### config.mk
export PLATFORM = sky130hd
export DESIGN_NAME = axis_packet_combiner_v2
export DESIGN_NICKNAME = d
export VERILOG_FILES = /design/src/rtl/axis_packet_combiner_v2.sv
export SDC_FILE = /design/constraint.sdc
export NUM_CORES = 1
export LEC_CHECK = 0
export ABC_CLOCK_PERIOD_IN_PS = 6100
export CAP_MARGIN = 40
export CORE_MARGIN = 8
export CORE_UTILIZATION = 30
export CTS_CLUSTER_SIZE = 12
export DETAILED_ROUTE_END_ITERATION = 6
export PLACE_DENSITY = 0.63
export SYNTH_ARGS = -nofsm -noshare
export SYNTH_HDL_FRONTEND = slang
export SYNTH_SLANG_ARGS = --single-unit
### constraint.sdc
create_clock -name axis_aclk -period 6.1 [get_ports axis_aclk]
set_input_delay 1.22 -clock axis_aclk [delete_from_list [all_inputs] [get_ports axis_aclk]]
set_output_delay 1.22 -clock axis_aclk [all_outputs]
set_load 0.02 [all_outputs]
### src/rtl/axis_packet_combiner_v2.sv
// AXI-Stream packet combiner: merges N input packets into one output packet behind a registered skid buffer.
// Optional statistics counters are built when AXIS_PACKET_COMBINER_STATS_EN is defined.
module axis_packet_combiner_v2 #(
  parameter int AXIS_TDATA_WIDTH     = 32,
  parameter int AXIS_TUSER_WIDTH     = 1,
  parameter int CNT_WIDTH            = 16,
  parameter int DEFAULT_PACKETS      = 256,
  parameter int DISCARD_FIRST_PACKET = 1
) (
  input  logic                          axis_aclk,
  input  logic                          axis_aresetn,
  input  logic [CNT_WIDTH-1:0]          cfg_packets,
  input  logic                          cfg_resync,
  output logic                          s_axis_tready,
  input  logic [AXIS_TDATA_WIDTH-1:0]   s_axis_tdata,
  input  logic [AXIS_TDATA_WIDTH/8-1:0] s_axis_tkeep,
  input  logic [AXIS_TUSER_WIDTH-1:0]   s_axis_tuser,
  input  logic                          s_axis_tvalid,
  input  logic                          s_axis_tlast,
  input  logic                          m_axis_tready,
  output logic [AXIS_TDATA_WIDTH-1:0]   m_axis_tdata,
  output logic [AXIS_TDATA_WIDTH/8-1:0] m_axis_tkeep,
  output logic [AXIS_TUSER_WIDTH-1:0]   m_axis_tuser,
  output logic                          m_axis_tvalid,
  output logic                          m_axis_tlast,
  output logic                          synced_out
`ifdef AXIS_PACKET_COMBINER_STATS_EN
  ,
  output logic [31:0]                   stat_out_packets,
  output logic [31:0]                   stat_dropped_beats
`endif
);

  localparam int KEEP_WIDTH = AXIS_TDATA_WIDTH / 8;
  localparam logic [0:0] ST_UNSYNCED = 1'b0;
  localparam logic [0:0] ST_SYNCED   = 1'b1;

  logic [0:0]                  state, state_next;
  logic [CNT_WIDTH-1:0]        countdown, countdown_next, reload_val;
  logic                        accept, fwd, in_last;
  logic                        out_ready, out_load_skid, out_load_in;
  logic                        skid_load, skid_valid_next, out_valid_next, tready_next;

  logic                        skid_valid;
  logic [AXIS_TDATA_WIDTH-1:0] skid_data;
  logic [KEEP_WIDTH-1:0]       skid_keep;
  logic [AXIS_TUSER_WIDTH-1:0] skid_user;
  logic                        skid_last;

  assign synced_out = (state == ST_SYNCED);

  // A configured count of zero behaves as one packet per output packet.
  always_comb begin
    reload_val     = (cfg_packets == '0) ? '0 : cfg_packets - CNT_WIDTH'(1);
    accept         = s_axis_tvalid & s_axis_tready;
    fwd            = accept & (state == ST_SYNCED);
    in_last        = s_axis_tlast & (countdown == '0);
    state_next     = state;
    countdown_next = countdown;
    if (cfg_resync) begin
      state_next = ST_UNSYNCED;
    end else if (state == ST_UNSYNCED) begin
      if (accept && s_axis_tlast) begin
        state_next     = ST_SYNCED;
        countdown_next = reload_val;
      end
    end else if (accept && s_axis_tlast) begin
      if (countdown == '0) countdown_next = reload_val;
      else                 countdown_next = countdown - CNT_WIDTH'(1);
    end
  end

  // The skid slot only fills when the output register is stalled, so the
  // registered ready can be derived from next-cycle occupancy alone.
  always_comb begin
    out_ready       = ~m_axis_tvalid | m_axis_tready;
    out_load_skid   = out_ready & skid_valid;
    out_load_in     = out_ready & ~skid_valid & fwd;
    skid_load       = fwd & ~out_load_in;
    skid_valid_next = skid_load | (skid_valid & ~out_ready);
    out_valid_next  = out_ready ? (skid_valid | fwd) : 1'b1;
    tready_next     = (state_next == ST_UNSYNCED) | ~skid_valid_next;
  end

  always_ff @(posedge axis_aclk or negedge axis_aresetn) begin
    if (!axis_aresetn) begin
      state         <= (DISCARD_FIRST_PACKET != 0) ? ST_UNSYNCED : ST_SYNCED;
      countdown     <= CNT_WIDTH'(DEFAULT_PACKETS - 1);
      s_axis_tready <= 1'b1;
      skid_valid    <= 1'b0;
      m_axis_tvalid <= 1'b0;
    end else begin
      state         <= state_next;
      countdown     <= countdown_next;
      s_axis_tready <= tready_next;
      skid_valid    <= skid_valid_next;
      m_axis_tvalid <= out_valid_next;
    end
  end

  always_ff @(posedge axis_aclk or negedge axis_aresetn) begin
    if (!axis_aresetn) begin
      skid_data    <= '0;
      skid_keep    <= '0;
      skid_user    <= '0;
      skid_last    <= 1'b0;
      m_axis_tdata <= '0;
      m_axis_tkeep <= '0;
      m_axis_tuser <= '0;
      m_axis_tlast <= 1'b0;
    end else begin
      if (skid_load) begin
        skid_data <= s_axis_tdata;
        skid_keep <= s_axis_tkeep;
        skid_user <= s_axis_tuser;
        skid_last <= in_last;
      end
      if (out_load_skid) begin
        m_axis_tdata <= skid_data;
        m_axis_tkeep <= skid_keep;
        m_axis_tuser <= skid_user;
        m_axis_tlast <= skid_last;
      end else if (out_load_in) begin
        m_axis_tdata <= s_axis_tdata;
        m_axis_tkeep <= s_axis_tkeep;
        m_axis_tuser <= s_axis_tuser;
        m_axis_tlast <= in_last;
      end
    end
  end

`ifdef AXIS_PACKET_COMBINER_STATS_EN
  // Saturating counters; only reset clears them.
  always_ff @(posedge axis_aclk or negedge axis_aresetn) begin
    if (!axis_aresetn) begin
      stat_out_packets   <= '0;
      stat_dropped_beats <= '0;
    end else begin
      if (m_axis_tvalid && m_axis_tready && m_axis_tlast && (stat_out_packets != 32'hFFFF_FFFF))
        stat_out_packets <= stat_out_packets + 32'd1;
      if (accept && (state == ST_UNSYNCED) && (stat_dropped_beats != 32'hFFFF_FFFF))
        stat_dropped_beats <= stat_dropped_beats + 32'd1;
    end
  end
`endif

endmodule

==> impl_metrics.env, run 1 <==
export IMPL_cts_made_buffers=9
export IMPL_synth_area_um2=4680
export IMPL_ctsResizeCount=0
export IMPL_grt_max_degree=53
export IMPL_antenna_found_initial=0
export IMPL_ctsHoldBuffers=0
export IMPL_ios=100
export IMPL_dr_wl_met3_um=661
export IMPL_fill_cells=1458
export IMPL_core_region_area_um2=15200
export IMPL_post_cts_setup_buffers=0
export IMPL_clk_latency_ns=0.34
export IMPL_peakVddDrop_uv=143
export IMPL_synth_edf_count=0
export IMPL_power_switching_mw=0.692
export IMPL_place_congestion=0.836
export IMPL_max_freq_ghz=0.324
export IMPL_synth_main_ff_cell="dfrtp_1"
export IMPL_register_area_um2=2410
export IMPL_io_buffers=99
export IMPL_crit_arrival_ns=3.33
export IMPL_cp_required_ns=6.34
export IMPL_worstSetupPathType="in2reg"
export IMPL_outcome="complete, no violations"
export IMPL_placed_cells=707
export IMPL_cts_tree="done"
export IMPL_hold_end="m_axis_tkeep[1]"
export IMPL_drtIter0Drc=200
export IMPL_dieHeight_um=141
export IMPL_fin_util_pct=40.6
export IMPL_clock_power_share_pct=25.5
export IMPL_vias=3634
export IMPL_syn_area_per_cell_um2=10.7
export IMPL_row_count=45
export IMPL_drv_slew=0
export IMPL_grt_pass1_wl_um=19100
export IMPL_antenna_cells=0
export IMPL_area_growth_pct=31.9
export IMPL_dieArea_um2=19800
export IMPL_ys_seq_area_share_pct=51.6
export IMPL_worstRegToRegCells=5
export IMPL_initial_core_util_pct=30.8
export IMPL_fin_setup_tns_ns=0
export IMPL_antenna_left=0
export IMPL_r2r_end="countdown[7]"
export IMPL_sequentialPowerShare_pct=45.5
export IMPL_dr_pass1_iters=4
export IMPL_drive_above_1_share_pct=14.8
export IMPL_fin_total_pwr_mw=2.14
export IMPL_final_hold_viol_count=0
export IMPL_cts_htree_levels=3
export IMPL_syn_num_nets=498
export IMPL_worstMarginPinSlew_ns=0.773
export IMPL_met1_length_um=5380
export IMPL_multi_input_area_um2=2170
export IMPL_p_per_area_nw_per_um2=347
export IMPL_ys_types=52
export IMPL_cp_end_kind="register"
export IMPL_nets=592
export IMPL_crit_start="s_axis_tlast"
export IMPL_critical_path_max_fanout=17
export IMPL_hold_path_depth=2
export IMPL_hold_path_class="reg2reg"
export IMPL_p_int_mw=1.45
export IMPL_clkTransAtPathRegs_ns=0.08
export IMPL_r2r_start="countdown[12]"
export IMPL_critPathLaunchType="input port"
export IMPL_grt_usage_pct=11.9
export IMPL_switching_share_pct=32.4
export IMPL_topRoutingLayerUsed="met4"
export IMPL_cts_buffer_depth=2
export IMPL_ys_warn_count=0
export IMPL_fin_cells=723
export IMPL_dp_hpwl_um=8710
export IMPL_min_period_over_period_pct=50.6
export IMPL_synthArstFlopShare_pct=100
export IMPL_cap_violations=0
export IMPL_fin_hold_ws_ns=0.487
export IMPL_netlist_instances=436
export IMPL_clock_tree_root_cell="clkbuf_16"
export IMPL_setup_viol=0
export IMPL_wl_per_cell_um=16.3
export IMPL_rsz0062_at_grt="false"
export IMPL_finClkSkew_ns=0.00994
export IMPL_wirelength_um=11800
export IMPL_route_detailed_drc=0
export IMPL_dr_wl_met2_um=5590
export IMPL_relSlewSlack_pct=48.3
export IMPL_viasPerCell=5.03
export IMPL_grt_pass1_vias=3825
export IMPL_die_width_um=141
export IMPL_clkSinkCount=96
export IMPL_rrSetupSlack_ns=3.60
export IMPL_min_period_ns=3.09
export IMPL_hold_path_startpoint="m_axis_tkeep[1]"
export IMPL_ys_ff_latch=96
export IMPL_pwr_share_comb_pct=29.1
export IMPL_grt_ovfl_total=0
export IMPL_p_leak_nw=2.77
[worst max path at each step]
| stage | end | slack [ns] | depth (start not counted) |
|---|---|---|---|
| after floorplan | skid_data[23] | 3.37 | 5 |
| after global placement | m_axis_tdata[10] | 2.59 | 5 |
| after CTS | countdown[7] | 3.01 | 6 |
| after global routing | countdown[7] | 2.82 | 6 |
| final | countdown[7] | 3.01 | 6 |
| after detailed placement | m_axis_tdata[20] | 2.65 | 5 |
[state kept, by name, summed over array words and instances, names as in the netlist]
signal	cells
skid_user	1
m_axis_tuser	1
m_axis_tdata	32
skid_valid	1
s_axis_tready	1
skid_keep	4
m_axis_tvalid	1
skid_data	32
m_axis_tkeep	4
m_axis_tlast	1
synced_out	1
countdown	16
skid_last	1
[metrics by stage]
stage	setup WS, ns	instance area, µm²
3_5_place_dp	2.65	5890
3_3_place_gp	2.59	5870
6_report	3.01	6170
4_1_cts	3.01	6170
5_1_grt	2.82	6170
2_1_floorplan	3.37	4680
[routing by layer]
layer | global-route usage (%) | vias up
met5 | 0 | -
met4 | 4.75 | 0
met3 | 2.57 | 12
met2 | 19.4 | 99
met1 | 15.0 | 1758
li1 | - | 1765
[power by group through the flow]
stage	clock network (mW)	logic, mW	registers, mW
after detailed placement	0	0.632	0.985
after CTS	0.559	0.634	0.974
after global placement	0	0.617	0.971
after floorplan	0	0.246	1.05
final	0.544	0.622	0.973
after global routing	0.583	0.678	0.999
[layout by cell type (no fill, tap or decap), types with 7 or more instances in the layout]
cell             synthesis  layout
clkdlybuf4s50_1          0      98
o21ai_0                 45      43
mux2_2                  38      38
mux2i_1                 37      37
nor3_1                  14      14
nor2_1                  11      11
clkbuf_16                0       9
nand2_1                 57      56
dfrtp_1                 87      87
xnor2_1                  7       7
o21ai_1                 13      13
a21oi_1                  8       8
inv_1                    8       8
nand3_1                 14      14
dfstp_2                  9       9
nor4_1                   8       8
[cell usage after synthesis, types with 2 or more instances]
cell	number	area share, %
a21oi_1	8	0.86
a31oi_1	2	0.27
and3_1	3	0.40
buf_1	3	0.24
clkbuf_1	15	1.2
dfrtp_1	87	47
dfstp_2	9	5.1
ha_1	3	0.80
inv_1	8	0.64
mux2_2	38	9.1
mux2i_1	37	7.9
nand2_1	57	4.6
nand3_1	14	1.5
nand4_1	2	0.27
nor2_1	11	0.88
nor2b_1	3	0.40
nor3_1	14	1.5
nor3b_1	2	0.32
nor4_1	8	1.1
nor4_2	2	0.53
o211ai_1	2	0.32
o21ai_0	45	4.8
o21ai_1	13	1.4
o311ai_1	6	1.1
o31a_1	2	0.37
or3_1	5	0.67
or4_1	2	0.32
xnor2_1	7	1.3
xor2_1	5	0.94
[cell families after synthesis]
| kind of cell | count (synthesis) | share of synthesized area [%] |
|---|---|---|
| buffers and inverters | 29 | 2.59 |
| AND/OR/NAND/NOR | 131 | 14.1 |
| flip-flops | 96 | 51.6 |
| AO/OA/AOI/OAI | 90 | 11.6 |
| XOR/XNOR | 12 | 2.25 |
| multiplexers | 75 | 17.1 |
| adder cells (fa/ha/maj) | 3 | 0.802 |
[final cells by class]
type | instances | area share, %
Timing Repair Buffer | 104 | 16.8
Tap cell | 188 | 3.81
Multi-Input combinational cell | 311 | 35.2
Sequential cell | 96 | 39.1
Inverter | 8 | 0.487
Clock buffer | 10 | 3.71
Clock inverter | 6 | 0.872
[worst max-delay path: stages]
cell and delay, ns:
clkdlybuf4s50_1 0.52, nor2b_1 0.21, nand3_1 0.55, nor3_4 0.56, nand2_1 0.14, o311ai_1 0.12
(Power assumes the default switching activity.)
==> run 2: changes to the inputs <==
ABC_CLOCK_PERIOD_IN_PS = 3000   (was 6100)
clock period = 3 ns   (was 6.1 ns; I/O delays follow)
==> run 2 against run 1 <==
Net effect:
- final cell count is 0.41% higher
- die area did not move
- sequential power is 100% higher
- utilization up 0.49 points
- combinational power is 110% higher
- critical path type is now reg2reg
- critical endpoint is now countdown[5]
- largest cell class unchanged
- largest power group unchanged
==> impl_metrics.env, run 2 (synthesis gave the netlist of run 1 again) <==
export IMPL_worstSetupPathType="reg2reg"
export IMPL_vias=3674
export IMPL_cts_buffer_depth=2
export IMPL_max_freq_ghz=0.405
export IMPL_cp_end_kind="register"
export IMPL_hold_path_class="in2async"
export IMPL_register_area_um2=2410
export IMPL_dp_hpwl_um=8680
export IMPL_cts_made_buffers=9
export IMPL_grt_pass1_wl_um=19600
export IMPL_cp_slowest_stage_delay_ns=0.63
export IMPL_fin_util_pct=41.1
export IMPL_core_region_area_um2=15200
export IMPL_ctsResizeCount=0
export IMPL_min_period_ns=2.47
export IMPL_crit_arrival_ns=2.71
export IMPL_grtUsageMet1_pct=15.5
export IMPL_drtIter0Drc=270
export IMPL_nets=595
export IMPL_dpl_cell_area_um2=5960
export IMPL_viasPerCell=5.06
export IMPL_grt_usage_pct=12.2
export IMPL_setup_viol=0
export IMPL_rsz0062_at_grt="false"
export IMPL_grt_ovfl_total=0
export IMPL_clock_tree_root_cell="clkbuf_16"
export IMPL_antenna_cells=0
export IMPL_dieHeight_um=141
export IMPL_die_width_um=141
export IMPL_p_leak_nw=2.82
export IMPL_ios=100
export IMPL_antenna_left=0
export IMPL_clkSinkCount=96
export IMPL_final_hold_viol_count=0
export IMPL_route_detailed_drc=0
export IMPL_critPathSlowestCell="o41a_1"
export IMPL_finClkSkew_ns=0.00542
export IMPL_place_congestion=0.856
export IMPL_worstMarginPinSlew_ns=0.737
export IMPL_layout_common_cells="98 x clkdlybuf4s50_1, 87 x dfrtp_1, 56 x nand2_1"
export IMPL_crit_chain="or4_1, o41a_1, nor3_4, nand2_1, o311ai_1"
export IMPL_grtUsageMet2_pct=19.6
export IMPL_use_met3_pct=2.77
export IMPL_dieArea_um2=19800
export IMPL_critPathLaunchType="register"
export IMPL_dr_pass1_iters=4
export IMPL_cts_tree="done"
export IMPL_antenna_found_initial=0
export IMPL_multi_input_area_um2=2170
export IMPL_fin_setup_tns_ns=0
export IMPL_min_period_over_period_pct=82.2
export IMPL_clk_latency_ns=0.34
export IMPL_drive_above_1_share_pct=15.4
export IMPL_drv_slew=0
export IMPL_cts_htree_levels=3
export IMPL_area_growth_pct=33.4
export IMPL_io_buffers=99
export IMPL_cap_violations=0
export IMPL_ctsHoldBuffers=0
export IMPL_grt_max_degree=52
export IMPL_post_cts_setup_buffers=0
export IMPL_row_count=45
export IMPL_relSlewSlack_pct=50.7
export IMPL_fin_area_um2=6240
export IMPL_clkTransAtPathRegs_ns=0.06
export IMPL_grt_pass1_vias=3750
export IMPL_layout_commonest_cell="clkdlybuf4s50_1"
export IMPL_wirelength_um=11600
export IMPL_initial_core_util_pct=30.8
export IMPL_critical_path_max_fanout=12
export IMPL_wl_per_cell_um=16.0
export IMPL_outcome="complete, no violations"
export IMPL_cp_required_ns=3.24
export IMPL_p_per_area_nw_per_um2=697
export IMPL_largestRegisters="m_axis_tdata: 32 flops, skid_data: 32 flops, countdown: 16 flops"
export IMPL_fill_cells=1467
export IMPL_peakVddDrop_uv=274
export IMPL_busiest_layer="met2"
run 2: final cells by class:
class / count / area share [%]
sequential: 96 / 38.7
inverter: 8 / 0.481
clock buffer: 11 / 4.05
timing repair buffer: 107 / 17.8
tap: 188 / 3.77
multi-input combinational: 311 / 34.7
clock inverter: 5 / 0.501
run 2: report_power, final:
part | switching (mW) | total, mW | internal [mW] | leakage [nW]
logic | 0.619 | 1.28 | 0.666 | 1.49
clock network | 0.496 | 1.10 | 0.605 | 0.141
registers | 0.254 | 1.97 | 1.71 | 1.19
run 2: per-layer routing:
| layer | up-vias | wire (µm) |
|---|---|---|
| li1 | 1779 | - |
| met1 | 1771 | 5300 |
| met2 | 111 | 5370 |
| met3 | 13 | 765 |
| met4 | 0 | 211 |
| met5 | - | 0 |
run 2: worst paths after layout:
check,cells after the start,startpoint,slack (ns),to
worst max-delay path,5,countdown[12],0.53,countdown[5]
worst min-delay path,1,axis_aresetn,0.27,m_axis_tdata[23]
min in group axis_aclk,2,m_axis_tdata[22],0.48,m_axis_tdata[22]
worst max register to register,5,countdown[12],0.53,countdown[5]
max in group asynchronous,2,axis_aresetn,2.01,s_axis_tready
worst min register to register,2,m_axis_tdata[22],0.48,m_axis_tdata[22]
run 2: stage by stage:
| step | hold WS, ns | std cells | total power [mW] | setup WS, ns |
|---|---|---|---|---|
| detailed placement | 0.470 | 710 | 3.29 | 0.325 |
| global route | 0.312 | 726 | 4.63 | 0.359 |
| finish | 0.268 | 726 | 4.35 | 0.533 |
| global placement | 0.460 | 710 | 3.24 | 0.412 |
| floorplan | 0.304 | 436 | 2.64 | 0.891 |
| CTS | 0.279 | 726 | 4.41 | 0.502 |
run 2: worst max-delay path, delay by kind of cell (launching register included):
kind            cells  cell delay, ns
flops               1            0.45
simple gates        3            1.17
compound gates      2            0.74
==> run 3: changes to the inputs <==
ABC_CLOCK_PERIOD_IN_PS = 2500   (was 3000)
clock period = 2.5 ns   (was 3 ns; I/O delays follow)
==> run 3 against run 2 <==
Net effect:
- maximum frequency grew 6.1%
- sequential cell count is the same
- critical endpoint unchanged
- power grew 22%
- worst setup slack lost 0.36 ns
- design area increased by 1.6%
- combinational power up 23%
- clock power is 27% higher
- via count increased by 0.33%
- critical path depth increased by 2
- final cell count is 1.7% higher
- largest cell class unchanged
- largest power group unchanged
- utilization increased by 0.66 points
==> impl_metrics.env, run 3 (synthesis gave the netlist of run 1 again) <==
export IMPL_viasPerCell=4.99
export IMPL_layout_commonest_cell="clkdlybuf4s50_1"
export IMPL_wl_per_cell_um=16.1
export IMPL_vias=3686
export IMPL_grt_pass1_wl_um=19600
export IMPL_ctsResizeCount=0
export IMPL_p_per_area_nw_per_um2=840
export IMPL_dp_hpwl_um=8810
export IMPL_fin_hold_ws_ns=0.177
export IMPL_cap_violations=0
export IMPL_pwr_share_comb_pct=29.7
export IMPL_fin_util_pct=41.7
export IMPL_critPathLaunchType="register"
export IMPL_clock_power_share_pct=26.2
export IMPL_grt_usage_pct=12.3
export IMPL_clk_latency_ns=0.34
export IMPL_pre_cts_ws_ns=0.0597
export IMPL_placed_cells=723
export IMPL_initial_core_util_pct=30.8
export IMPL_critPathSlowestCell="or3b_2"
export IMPL_switching_share_pct=30.5
export IMPL_antenna_found_initial=0
export IMPL_finClkSkew_ns=0.00764
export IMPL_dieHeight_um=141
export IMPL_power_switching_mw=1.63
export IMPL_drv_slew=0
export IMPL_cp_required_ns=2.74
export IMPL_layout_common_cells="98 x clkdlybuf4s50_1, 87 x dfrtp_1, 56 x nand2_1"
export IMPL_crit_start="countdown[1]"
export IMPL_p_leak_nw=2.88
export IMPL_clock_tree_root_cell="clkbuf_16"
export IMPL_wirelength_um=11900
export IMPL_largestRegisters="m_axis_tdata: 32 flops, skid_data: 32 flops, countdown: 16 flops"
export IMPL_die_width_um=141
export IMPL_worstSetupPathType="reg2reg"
export IMPL_fin_total_pwr_mw=5.32
export IMPL_final_hold_viol_count=0
export IMPL_cts_htree_levels=3
export IMPL_fin_setup_tns_ns=0
export IMPL_max_freq_ghz=0.430
export IMPL_rrSetupSlack_ns=0.17
export IMPL_row_count=45
export IMPL_cts_tree="done"
export IMPL_min_period_ns=2.33
export IMPL_p_int_mw=3.70
export IMPL_cts_buffer_depth=2
export IMPL_area_growth_pct=35.6
export IMPL_core_region_area_um2=15200
export IMPL_outcome="complete, no violations"
export IMPL_worstMarginPinSlew_ns=0.629
export IMPL_critical_path_max_fanout=10
export IMPL_relSlewSlack_pct=58.1
export IMPL_r2r_start="countdown[1]"
export IMPL_grt_max_degree=66
export IMPL_antenna_left=0
export IMPL_place_congestion=0.887
export IMPL_dieArea_um2=19800
export IMPL_nets=608
export IMPL_clkSinkCount=96
export IMPL_post_cts_setup_buffers=0
export IMPL_fin_area_um2=6340
export IMPL_io_buffers=99
export IMPL_r2r_end="countdown[5]"
export IMPL_sequentialPowerShare_pct=44.1
export IMPL_grt_ovfl_total=0
export IMPL_cts_made_buffers=9
export IMPL_drtIter0Drc=343
export IMPL_finalWorstSetupSlack_ns=0.174
export IMPL_setup_viol=0
export IMPL_fin_cells=738
export IMPL_register_area_um2=2410
export IMPL_grt_pass1_vias=3793
export IMPL_hold_path_class="in2async"
export IMPL_rsz0062_at_grt="false"
export IMPL_dpl_cell_area_um2=6040
export IMPL_cp_slowest_stage_delay_ns=0.50
export IMPL_cp_end_kind="register"
export IMPL_crit_chain="inv_1, ha_1, or3b_2, o41a_1, nor3_4, nand2_1, o311ai_1"
export IMPL_dr_pass1_iters=4
export IMPL_clkTransAtPathRegs_ns=0.06
export IMPL_endpoint="countdown[5]"
export IMPL_worstRegToRegCells=7
export IMPL_min_period_over_period_pct=93.0
export IMPL_multi_input_area_um2=2170
export IMPL_route_detailed_drc=0
export IMPL_ios=100
export IMPL_ctsHoldBuffers=0
export IMPL_antenna_cells=0
export IMPL_drive_above_1_share_pct=16.9
export IMPL_crit_arrival_ns=2.57
export IMPL_fill_cells=1447
export IMPL_peakVddDrop_uv=362
[run 3: cell types whose count changed in the layout (fill, tap and decap cells not counted), sizes merged]
cell,previous run,this run
buf,9,22
bufinv,0,1
clkbuf,11,13
clkinv,4,1
clkinvlp,1,0
[run 3: area by class of cell]
type / count / area share [%]
Clock buffer: 13 / 4.10
Sequential cell: 96 / 38.1
Multi-Input combinational cell: 311 / 34.2
Timing Repair Buffer: 120 / 18.9
Tap cell: 188 / 3.71
Inverter: 8 / 0.473
Clock inverter: 2 / 0.612
[run 3: how the worst min path moves through the flow]
stage                           startpoint               end  slack (ns)
final                         axis_aresetn  m_axis_tdata[23]        0.18
after global routing          axis_aresetn     skid_data[23]        0.22
after CTS                     axis_aresetn     skid_data[23]        0.19
after detailed placement  m_axis_tdata[23]  m_axis_tdata[23]        0.47
after global placement    m_axis_tdata[22]  m_axis_tdata[22]        0.46
after floorplan               axis_aresetn     countdown[10]        0.20
[run 3: routing by layer]
layer  vias up  wire length (µm)  track usage [%]
li1       1805                 -                -
met1      1759              5520             15.6
met2       111              5540             19.8
met3        11               629             2.53
met4         0               165             5.09
met5         -                 0                0
[run 3: power groups by stage]
| stage | logic [mW] | registers (mW) | clock network (mW) |
|---|---|---|---|
| after floorplan | 0.600 | 2.57 | 0 |
| after global routing | 1.72 | 2.42 | 1.51 |
| after global placement | 1.57 | 2.35 | 0 |
| final | 1.58 | 2.35 | 1.40 |
| after detailed placement | 1.60 | 2.38 | 0 |
| after CTS | 1.61 | 2.35 | 1.45 |
[run 3: worst max-delay path: cells and delay by family (launching register included)]
kind	cells	cell delay, ns
compound gates	2	0.60
fa+ha+maj	1	0.14
buf+inv	1	0.09
flops	1	0.38
simple gates	3	1.02
